**config.mk**
```make
export PLATFORM = sky130hd
export DESIGN_NAME = maf_shift_sched
export DESIGN_NICKNAME = d
export VERILOG_FILES = /design/src/rtl/maf_pkg.sv /design/src/rtl/maf_cpl_fifo.sv /design/src/rtl/maf_shift_sched.sv
export SDC_FILE = /design/constraint.sdc
export NUM_CORES = 1
export LEC_CHECK = 0
export CAP_MARGIN = 20
export CELL_PAD_IN_SITES_DETAIL_PLACEMENT = 0
export CELL_PAD_IN_SITES_GLOBAL_PLACEMENT = 1
export CORE_MARGIN = 2
export CORE_UTILIZATION = 30
export CTS_CLUSTER_SIZE = 25
export DETAILED_ROUTE_END_ITERATION = 16
export GPL_TIMING_DRIVEN = 0
export PLACE_DENSITY = 0.72
export SYNTH_ARGS = -nofsm -noshare
export SYNTH_HDL_FRONTEND = slang
export SYNTH_SLANG_ARGS = --single-unit
```
**constraint.sdc**
```tcl
create_clock -name clk -period 3.2 [get_ports clk]
set_input_delay 0.96 -clock clk [delete_from_list [all_inputs] [get_ports clk]]
set_output_delay 0.96 -clock clk [all_outputs]
set_load 0.02 [all_outputs]
```
**src/rtl/maf_pkg.sv**
```systemverilog
// maf_pkg: shared format/cont encodings and completion-ownership type for the MAF shift scheduler
package maf_pkg;
  localparam logic [1:0] FMT_WIDE   = 2'b00;
  localparam logic [1:0] FMT_DUAL   = 2'b01;
  localparam logic [1:0] FMT_BYPASS = 2'b10;
  localparam logic [1:0] FMT_ILL    = 2'b11;
  localparam logic [2:0] CONT_WIDE  = 3'b000;
  localparam logic [2:0] CONT_DUAL  = 3'b001;
  localparam logic [2:0] CONT_PASS  = 3'b010;
  typedef struct packed {
    logic a;
    logic b;
  } cpl_own_t;
endpackage

```
**src/rtl/maf_cpl_fifo.sv**
```systemverilog
// maf_cpl_fifo: synchronous FIFO with occupancy count; caller guarantees no overflow or underflow
module maf_cpl_fifo #(
  parameter int DEPTH = 4,
  parameter int W     = 8
) (
  input  logic                     clk,
  input  logic                     rst_n,
  input  logic                     push,
  input  logic                     pop,
  input  logic [W-1:0]             din,
  output logic [W-1:0]             dout,
  output logic [$clog2(DEPTH):0]   count
);
  localparam int AW = $clog2(DEPTH);
  localparam int CW = AW + 1;
  logic [W-1:0]  mem [DEPTH];
  logic [AW-1:0] wp, rp;
  assign dout = mem[rp];
  always_ff @(posedge clk)
    if (push) mem[wp] <= din;
  always_ff @(posedge clk or negedge rst_n)
    if (!rst_n) begin
      wp    <= '0;
      rp    <= '0;
      count <= '0;
    end else begin
      if (push) wp <= wp + 1'b1;
      if (pop) rp <= rp + 1'b1;
      count <= count + CW'(push) - CW'(pop);
    end
endmodule

```
**src/rtl/maf_shift_sched.sv**
```systemverilog
// maf_shift_sched: two-lane arbiter/packer driving the MAF alignment shifter with tagged completion routing
module maf_shift_sched
  import maf_pkg::*;
#(
  parameter int TAG_W        = 3,
  parameter int MAX_INFLIGHT = 4
) (
  input  logic                              clk,
  input  logic                              rst_n,
  input  logic                              a_valid,
  output logic                              a_ready,
  input  logic [1:0]                        a_fmt,
  input  logic                              a_sh,
  input  logic [TAG_W-1:0]                  a_tag,
  input  logic                              b_valid,
  output logic                              b_ready,
  input  logic [1:0]                        b_fmt,
  input  logic                              b_sh,
  input  logic [TAG_W-1:0]                  b_tag,
  output logic                              iss_valid,
  input  logic                              iss_ready,
  output logic [2:0]                        iss_cont,
  output logic [11:0]                       iss_d,
  input  logic                              cmp_valid,
  output logic                              rsp_a_valid,
  output logic                              rsp_b_valid,
  output logic [TAG_W-1:0]                  rsp_a_tag,
  output logic [TAG_W-1:0]                  rsp_b_tag,
  output logic [$clog2(MAX_INFLIGHT):0]     inflight,
  output logic                              err
);
  localparam int CW = $clog2(MAX_INFLIGHT) + 1;
  typedef struct packed {
    cpl_own_t         own;
    logic [TAG_W-1:0] a_tag;
    logic [TAG_W-1:0] b_tag;
  } cpl_t;
  logic       rr, load_en, pack, load, pop, empty, bad;
  logic [1:0] g_fmt, d_q, nxt_d;
  logic       g_sh;
  logic [2:0] nxt_cont;
  cpl_t       push_e, head;
  // credits count only registered occupancy, so a same-cycle completion cannot unblock a grant
  assign load_en = (!iss_valid || iss_ready) && (inflight < CW'(MAX_INFLIGHT));
  assign pack    = a_valid && b_valid && a_fmt == FMT_DUAL && b_fmt == FMT_DUAL;
  assign a_ready = load_en && a_valid && (pack || !b_valid || !rr);
  assign b_ready = load_en && b_valid && (pack || !a_valid || rr);
  assign load    = a_ready || b_ready;
  assign empty   = inflight == '0;
  assign pop     = cmp_valid && !empty;
  assign push_e  = {a_ready, b_ready, a_tag, b_tag};
  assign iss_d   = {10'b0, d_q};
  always_comb begin
    g_fmt    = a_ready ? a_fmt : b_fmt;
    g_sh     = a_ready ? a_sh : b_sh;
    nxt_cont = g_fmt == FMT_WIDE ? CONT_WIDE : g_fmt == FMT_DUAL ? CONT_DUAL : CONT_PASS;
    nxt_d    = pack ? {b_sh, a_sh} :
               g_fmt == FMT_WIDE ? {1'b0, g_sh} :
               g_fmt == FMT_DUAL ? (a_ready ? {1'b0, a_sh} : {b_sh, 1'b0}) : 2'b00;
    bad      = (a_ready && a_fmt == FMT_ILL) || (b_ready && b_fmt == FMT_ILL);
  end
  maf_cpl_fifo #(.DEPTH(MAX_INFLIGHT), .W($bits(cpl_t))) u_fifo (
    .clk   (clk),
    .rst_n (rst_n),
    .push  (load),
    .pop   (pop),
    .din   (push_e),
    .dout  (head),
    .count (inflight)
  );
  always_ff @(posedge clk or negedge rst_n)
    if (!rst_n) begin
      rr          <= 1'b0;
      iss_valid   <= 1'b0;
      iss_cont    <= CONT_WIDE;
      d_q         <= '0;
      rsp_a_valid <= 1'b0;
      rsp_b_valid <= 1'b0;
      rsp_a_tag   <= '0;
      rsp_b_tag   <= '0;
      err         <= 1'b0;
    end else begin
      if (a_ready ^ b_ready) rr <= a_ready;
      if (load) begin
        iss_valid <= 1'b1;
        iss_cont  <= nxt_cont;
        d_q       <= nxt_d;
      end else if (iss_ready) iss_valid <= 1'b0;
      rsp_a_valid <= pop && head.own.a;
      rsp_b_valid <= pop && head.own.b;
      if (pop) begin
        rsp_a_tag <= head.a_tag;
        rsp_b_tag <= head.b_tag;
      end
      if (bad || (cmp_valid && empty)) err <= 1'b1;
    end
endmodule

```
==> impl_metrics.tcl, run 1 <==
set metrics [dict create \
    fmax_mhz 319 \
    cts.clk_slew.worst_paths_ps 90 \
    areaGrowthSynthToFinish_pct 29.5 \
    p_sw_w 0.000810 \
    ir_drop_uv 310 \
    synth_compound_area_frac 0.0456 \
    initial_core_util 0.307 \
    fin_area_sq_um 3060 \
    wirelength_mm 4.09 \
    whs_ps 494 \
    yosysMostFrequentCell "edfxtp_1" \
    swShare 0.321 \
    reg2reg_depth 5 \
    first_pass_iters 4 \
    synth_seq_cells 54 \
    fp.dieArea_sq_um 8590 \
    vias_per_cell 4.18 \
    clkPwrFrac 0.178 \
    rows 32 \
    routedWlPerCell_um 13.2 \
    power_frac_seq 0.418 \
    slew_headroom 0.440 \
    seq_area_frac_synth 0.641 \
    intPower_w 0.00172 \
    place_hpwl_mm 2.89 \
    final_cell_count_no_fill 311 \
    period_minus_slack_ps 3140 \
    mappedNetlistArea_sq_um 2360 \
    fin_tns_setup_ps 0 \
    drc 0 \
    yosys.area_share.xor_xnor 0.0186 \
    cp_data_arrival_time_ps 2180 \
    fin_skew_ps 5.04 \
    fin_nets 234 \
    pin_count 48 \
    clk_latency_ps 300 \
    worstHoldPathType "reg2reg" \
    crit_type "in2out" \
    grt_pass1_vias 1375 \
    worst_pin_slew_ps 839 \
    antennaDiodeCount 0 \
    grt_pass1_wl_mm 6.83 \
    port_buffers 36 \
    numCtsBuffers 5 \
    endpoint_kind "primary output" \
    setup_viol 0 \
    power_density_nw_per_um2 826 \
    async_reset_ff_frac 0.407 \
    synth_top_area_share 0.407 \
    combPwrFrac 0.404 \
    regArea_sq_um 1510 \
    die_h_um 92.7 \
    holdPathStages 2 \
    core-area_sq_um 7690 \
    maxCapViolCount 0 \
    ys_top_cells_by_count "edfxtp_1, dfrtp_1, buf_4" \
    synth_ff_type "edfxtp_1" \
    cts_tree "yes" \
    start_kind "input port" \
    synth_warnings 0 \
    path_max_fanout 9 \
    multiInputGateArea_sq_um 758 \
    die_width_um 92.7 \
    grtUsageTotal 0.104 \
    clock_path_buffers 2 \
    finalCritPeriodShare 0.980 \
    layout-drive-gt1-share 0.244 \
    cp.required_ps 2240 \
    leakage_nw 1.21 \
    htreeDepth 2 \
    ys_types 35 \
    antenna_found_initial 0 \
    yosys.area_share.simple 0.0700 \
    synth_top_family_by_area "multiplexers" \
    synth_edf_count 32 \
    cts_root_buf "clkbuf_8" \
    place_area_sq_um 2890 \
    hold_violations 0 \
    synthTopCellsByArea "edfxtp_1, dfrtp_1, mux4_2, buf_4, mux2_2" \
    slew_viol_final 0 \
    run_status "finished clean" \
    avgSynthCellArea_sq_um 15.5 \
    grt_max_degree 23 \
    rsz0062_at_grt "no" \
    ant_nets 0 \
    synth_mux_area_frac 0.115 \
    gp_congestion 0.763 \
    syn_inst 152 \
    netlist.top_cell.by_area "edfxtp_1" \
    overflow 0 \
    cts_sinks 54 \
    ctsHoldBuffers 0 \
    dp_cells 300 \
    vias 1300 \
    synthAdderAreaFrac 0.0456 \
    drt_iter0_drc 67 \
    fill_cells 732 \
]
-- per-layer routing --
layer | vias up | track usage | wire (um)
li1 | 636 | - | -
met4 | 0 | 0.0368 | 61
met1 | 634 | 0.128 | 1760
met3 | 7 | 0.0317 | 162
met5 | - | 0 | 0
met2 | 23 | 0.176 | 2110
-- flip-flops by register name, summed over array words and instances, names as in the netlist --
name / flops
u_fifo.rp: 2
iss_valid: 1
iss_cont: 2
rsp_a_tag: 3
err: 1
rr: 1
u_fifo.count: 3
rsp_b_valid: 1
u_fifo.mem: 32
rsp_b_tag: 3
d_q: 2
rsp_a_valid: 1
u_fifo.wp: 2
-- placed cells by master, fill, tap and decap left out, drive strengths merged, types with 3 or more instances in the layout --
cell / count
inv: 12
edfxtp: 32
buf: 18
mux2: 8
dfrtp: 22
clkbuf: 7
nand2b: 3
a21oi: 3
nor2b: 5
nand2: 9
conb: 11
xnor2: 5
clkdlybuf4s50: 31
ha: 7
o21ai: 3
mux4: 8
-- worst max-delay path: stages --
cell	delay, ps
clkdlybuf4s50_1	510
and4bb_4	290
o211a_4	230
buf_2	180
-- stage by stage --
stage	setup WS, ps	utilization	power (W)
2_1_floorplan	404	-	0.00173
3_3_place_gp	-647	0.375	0.00207
3_5_place_dp	-645	0.375	0.00209
4_1_cts	0.849	0.391	0.00255
5_1_grt	2.21	0.398	0.00271
6_report	63.0	0.398	0.00253
-- power by group through the flow --
stage	combinational [W]	clock [W]	sequential (W)
CTS	0.00102	0.000464	0.00106
floorplan	0.000558	0	0.00117
global route	0.00113	0.000492	0.00108
finish	0.00102	0.000449	0.00106
global placement	0.00100	0	0.00107
detailed placement	0.00102	0	0.00108
-- final cells by class --
cell class                 instances  area share
tap                              102      0.0418
clock inverter                     2      0.0123
clock buffer                       6      0.0237
timing repair buffer              39       0.131
multi-input combinational         82       0.248
buffer                            14      0.0344
inverter                          12      0.0147
sequential                        54       0.494
-- final timing paths --
check / start / end / slack, ps
worst max register to register: u_fifo.count[2] / u_fifo.mem[3][6] / 910
min in group asynchronous: rst_n / rsp_a_tag[2] / 980
worst min register to register: iss_cont[1] / iss_cont[1] / 490
max in group asynchronous: rst_n / rsp_a_tag[0] / 1780
worst max-delay path: a_fmt[0] / a_ready / 60
worst min-delay path: iss_cont[1] / iss_cont[1] / 490
-- kinds of logic (layout without fill, tap and decap cells) --
kind of cell               count (synthesis)  in the layout
buffers and inverters                     26             73
muxes                                     16             16
xor gates and xnor gates                   5              5
and+or+nand+nor                           28             28
DFF                                       54             54
adders and majority gates                  8              8
other                                      1             11
AOI/OAI and AO/OA                         14             14
-- what timing repair did --
| item | in CTS | in global routing |
|---|---|---|
| endpoints found under the setup margin | 11 | 11 |
| gates resized for setup | 12 | 5 |
| setup buffers | 2 | 0 |
| pin swaps | 1 | 1 |
Note: power is estimated with default switching activity, not from simulation.
==> inputs of run 2 (changes only) <==
--- a/config.mk
+++ b/config.mk
@@ -9,11 +9,11 @@
 export CELL_PAD_IN_SITES_DETAIL_PLACEMENT = 0
 export CELL_PAD_IN_SITES_GLOBAL_PLACEMENT = 1
 export CORE_MARGIN = 2
-export CORE_UTILIZATION = 30
+export CORE_UTILIZATION = 45
 export CTS_CLUSTER_SIZE = 25
 export DETAILED_ROUTE_END_ITERATION = 16
 export GPL_TIMING_DRIVEN = 0
-export PLACE_DENSITY = 0.72
+export PLACE_DENSITY = 0.95
 export SYNTH_ARGS = -nofsm -noshare
 export SYNTH_HDL_FRONTEND = slang
 export SYNTH_SLANG_ARGS = --single-unit
==> impl_metrics.tcl, run 2 (synthesized netlist as in run 1, its figures left out) <==
set metrics [dict create \
    run_status "finished clean" \
    finalCritPeriodShare 0.988 \
    fp.dieArea_sq_um 5840 \
    htreeDepth 2 \
    ir_drop_uv 399 \
    leakage_nw 1.20 \
    fin_tns_setup_ps 0 \
    vias 1299 \
    clock_path_buffers 2 \
    antenna_found_initial 0 \
    overflow 0 \
    crit_type "in2out" \
    swShare 0.329 \
    fin_ws_ps 39.8 \
    power_frac_seq 0.426 \
    maxCapViolCount 0 \
    ant_nets 0 \
    power_density_nw_per_um2 823 \
    slowest_delay_ps 440 \
    areaGrowthSynthToFinish_pct 27.1 \
    die_width_um 76.4 \
    layout_common_cells "clkdlybuf4s50_1, edfxtp_1, dfrtp_1" \
    setup_viol 0 \
    clkPwrFrac 0.145 \
    slew_viol_final 0 \
    hold-path-endpoint "d_q[0]" \
    numCtsBuffers 5 \
    combPwrFrac 0.429 \
    largest-register "u_fifo.mem" \
    vias_per_cell 4.66 \
    routedWlPerCell_um 13.8 \
    grt_max_degree 23 \
    r2r_slack_ps 850 \
    path_cells "clkdlybuf4s50_1, and4bb_4, o2111ai_4, inv_2, buf_6" \
    antennaDiodeCount 0 \
    port_buffers 36 \
    regArea_sq_um 1510 \
    endpoint_kind "primary output" \
    grt_pass1_wl_mm 6.36 \
    cp.buffers_inverters 3 \
    holdPathStages 2 \
    grt_pass1_vias 1304 \
    die_h_um 76.4 \
    reg2reg_depth 9 \
    initial_core_util 0.465 \
    period_minus_slack_ps 3160 \
    min_from "d_q[0]" \
    worstHoldPathType "reg2reg" \
    drc 0 \
    hold_violations 0 \
    pin_count 48 \
    ctsHoldBuffers 0 \
    cts_tree "yes" \
    p_sw_w 0.000811 \
    fill_cells 416 \
    start_kind "input port" \
    rows 26 \
    layout-drive-gt1-share 0.249 \
    first_pass_iters 4 \
    fmax_mhz 316 \
    gp_congestion 0.764 \
    largest_register_ffs 32 \
    worst_pin_slew_ps 824 \
    place_ws_ps -644 \
    crit_family "buffers and inverters" \
    cp_data_arrival_time_ps 2200 \
    cts.clk_slew.worst_paths_ps 90 \
    clk_latency_ps 300 \
    multiInputGateArea_sq_um 776 \
    timing.rr.start "u_fifo.count[1]" \
    slew_headroom 0.450 \
    cts_root_buf "clkbuf_8" \
    cp.required_ps 2240 \
    core-area_sq_um 5070 \
    fin_nets 234 \
    fin_skew_ps 5.40 \
    drt_iter0_drc 88 \
    wirelength_mm 3.85 \
    rr_endpoint "u_fifo.count[2]" \
    path_max_fanout 4 \
    intPower_w 0.00166 \
    utilization 0.591 \
    cts_sinks 54 \
    total_power_w 0.00247 \
    grtUsageTotal 0.140 \
    critPathSlowestCell "clkdlybuf4s50_1" \
    place_hpwl_mm 2.70 \
]
run 2: worst max path at each step:
stage	start	end	slack, ps	depth (start not counted)
final	a_fmt[1]	b_ready	40	5
after global routing	a_fmt[1]	b_ready	-8	5
after CTS	a_fmt[1]	b_ready	8	5
after detailed placement	b_fmt[1]	b_ready	-640	5
after global placement	b_fmt[1]	b_ready	-640	5
after floorplan	b_fmt[1]	u_fifo.mem[1][0]	400	6
run 2: worst register-to-register path, stage by stage (launching register included):
cell      delay [ps]
dfrtp_1          450
nor3_1           230
nand2b_1         190
inv_2            120
ha_1             290
inv_1             40
ha_1             180
fa_1             400
xnor2_2          160
xnor2_1          200
run 2: metal layers:
| layer | wire (um) | track usage | vias up |
|---|---|---|---|
| met2 | 1990 | 0.242 | 29 |
| met1 | 1670 | 0.172 | 630 |
| li1 | - | - | 636 |
| met5 | 0 | 0 | - |
| met3 | 150 | 0.0379 | 4 |
| met4 | 46 | 0.0436 | 0 |
run 2: per-stage QoR:
step                      std cells  instance area [sq um]  hold WS [ps]
final                           279                   3000           493
after global routing            279                   3000           543
after CTS                       276                   2950           500
after detailed placement        268                   2850           478
after global placement          268                   2850           469
after floorplan                 162                   2400           495
run 2: power groups by stage:
| stage | clock (W) | combinational (W) | sequential, W |
|---|---|---|---|
| finish | 0.000358 | 0.00106 | 0.00105 |
| global route | 0.000398 | 0.00115 | 0.00108 |
| CTS | 0.000373 | 0.00103 | 0.00105 |
| detailed placement | 0 | 0.00101 | 0.00107 |
| global placement | 0 | 0.000987 | 0.00106 |
| floorplan | 0 | 0.000558 | 0.00117 |
run 2: cell type report:
cell class              instances  area share
repair buffers                 39       0.129
plain buffers                  14      0.0350
inverters                      12      0.0150
well taps                      70      0.0292
clock inverters                 2     0.00459
flip-flops and latches         54       0.504
multi-input cells              82       0.259
clock buffers                   6      0.0242
run 2: timing repair:
item | in CTS | in global routing
buffers inserted | 0 | 2
gates resized for setup | 15 | 4
setup endpoints to repair | 11 | 11
pin swaps | 1 | 2
endpoints found under the hold margin | 0 | 0
==> inputs of run 3 (changes only) <==
--- a/config.mk
+++ b/config.mk
@@ -5,7 +5,7 @@
 export SDC_FILE = /design/constraint.sdc
 export NUM_CORES = 1
 export LEC_CHECK = 0
-export CAP_MARGIN = 20
+export CAP_MARGIN = 15
 export CELL_PAD_IN_SITES_DETAIL_PLACEMENT = 0
 export CELL_PAD_IN_SITES_GLOBAL_PLACEMENT = 1
 export CORE_MARGIN = 2
@@ -14,6 +14,7 @@
 export DETAILED_ROUTE_END_ITERATION = 16
 export GPL_TIMING_DRIVEN = 0
 export PLACE_DENSITY = 0.95
+export SKIP_CTS_REPAIR_TIMING = 1
 export SYNTH_ARGS = -nofsm -noshare
 export SYNTH_HDL_FRONTEND = slang
 export SYNTH_SLANG_ARGS = --single-unit
==> impl_metrics.tcl, run 3 (synthesized netlist as in run 1, its figures left out) <==
set metrics [dict create \
    finalCritPeriodShare 0.973 \
    layout_common_cells "edfxtp_1, clkdlybuf4s50_1, dfrtp_1" \
    r2r_slack_ps 890 \
    ir_drop_uv 399 \
    htreeDepth 2 \
    maxCapViolCount 0 \
    largest_register_ffs 32 \
    rsz0062_at_grt "no" \
    final_common_cell "edfxtp_1" \
    slew_viol_final 0 \
    cp.required_ps 2240 \
    fin_skew_ps 5.61 \
    worst_pin_slew_ps 1020 \
    rows 26 \
    antennaDiodeCount 0 \
    fin_nets 231 \
    total_power_w 0.00245 \
    crit_type "in2out" \
    path_max_fanout 9 \
    pin_count 48 \
    wirelength_mm 3.82 \
    cts.clk_slew.worst_paths_ps 90 \
    fin_area_sq_um 2970 \
    die_width_um 76.4 \
    layout-drive-gt1-share 0.238 \
    utilization 0.584 \
    grt_max_degree 23 \
    grt_pass1_vias 1309 \
    vias 1290 \
    setup_viol 0 \
    place_area_sq_um 2850 \
    endpoint_kind "primary output" \
    overflow 0 \
    run_status "finished clean" \
    gp_congestion 0.764 \
    drt_iter0_drc 64 \
    areaGrowthSynthToFinish_pct 25.7 \
    grt_pass1_wl_mm 6.33 \
    cts_root_buf "clkbuf_8" \
    place_ws_ps -644 \
    die_h_um 76.4 \
    leakage_nw 1.19 \
    port_buffers 36 \
    vias_per_cell 4.67 \
    cts_tree "yes" \
    routedWlPerCell_um 13.8 \
    place_hpwl_mm 2.70 \
    clk_latency_ps 300 \
    power_density_nw_per_um2 825 \
    worstHoldPathType "reg2reg" \
    fin_ws_ps 86.1 \
    core-area_sq_um 5070 \
    reg2reg_depth 9 \
    antenna_found_initial 0 \
    initial_core_util 0.465 \
    ant_nets 0 \
    fmax_mhz 321 \
    cts_sinks 54 \
    clock_path_buffers 2 \
    start_kind "input port" \
    fp.dieArea_sq_um 5840 \
    grtUsageTotal 0.139 \
    largest-register "u_fifo.mem" \
    cp_data_arrival_time_ps 2150 \
    drc 0 \
    first_pass_iters 4 \
    hold_violations 0 \
    period_minus_slack_ps 3110 \
    slew_headroom 0.319 \
    numCtsBuffers 5 \
    holdPathStages 2 \
]
run 3: per-layer routing:
layer	vias to the layer above	wire, um	global-route usage
met5	-	0	0
met4	0	46	0.0436
met3	4	138	0.0379
met2	29	1970	0.240
met1	627	1660	0.171
li1	630	-	-
run 3: final timing paths:
path                                 start         endpoint
max reg2reg                u_fifo.count[1]  u_fifo.count[2]
min in group asynchronous            rst_n     rsp_a_tag[1]
min reg2reg                         d_q[0]           d_q[0]
max                               a_fmt[0]          a_ready
max in group asynchronous            rst_n  u_fifo.count[0]
min                                 d_q[0]           d_q[0]
run 3: cell type report:
class                           count  area, sq um
Fill cell                         422         2110
Clock buffer                        6         72.6
Timing Repair Buffer               36          364
Multi-Input combinational cell     82          766
Inverter                           12         45.0
Clock inverter                      2         13.8
Buffer                             14          105
Sequential cell                    54         1510
Tap cell                           70         87.6
run 3: critical path, cell delays in order:
cell and delay [ps]:
clkdlybuf4s50_1 490, and4bb_4 290, o211a_4 230, buf_2 180
run 3: power by group:
part	switching, W	internal [W]	leakage, nW
Sequential	0.0000946	0.000959	0.557
Combinational	0.000506	0.000529	0.592
Clock	0.000203	0.000155	0.0452
Total	0.000803	0.00164	1.19
run 3: per-stage QoR:
stage / TNS [ps] / hold slack [ps] / instances
after CTS: -2120 / 500 / 276
final: 0 / 494 / 276
after floorplan: 0 / 495 / 162
after global placement: -9710 / 469 / 268
after detailed placement: -10680 / 478 / 268
after global routing: 0 / 543 / 276
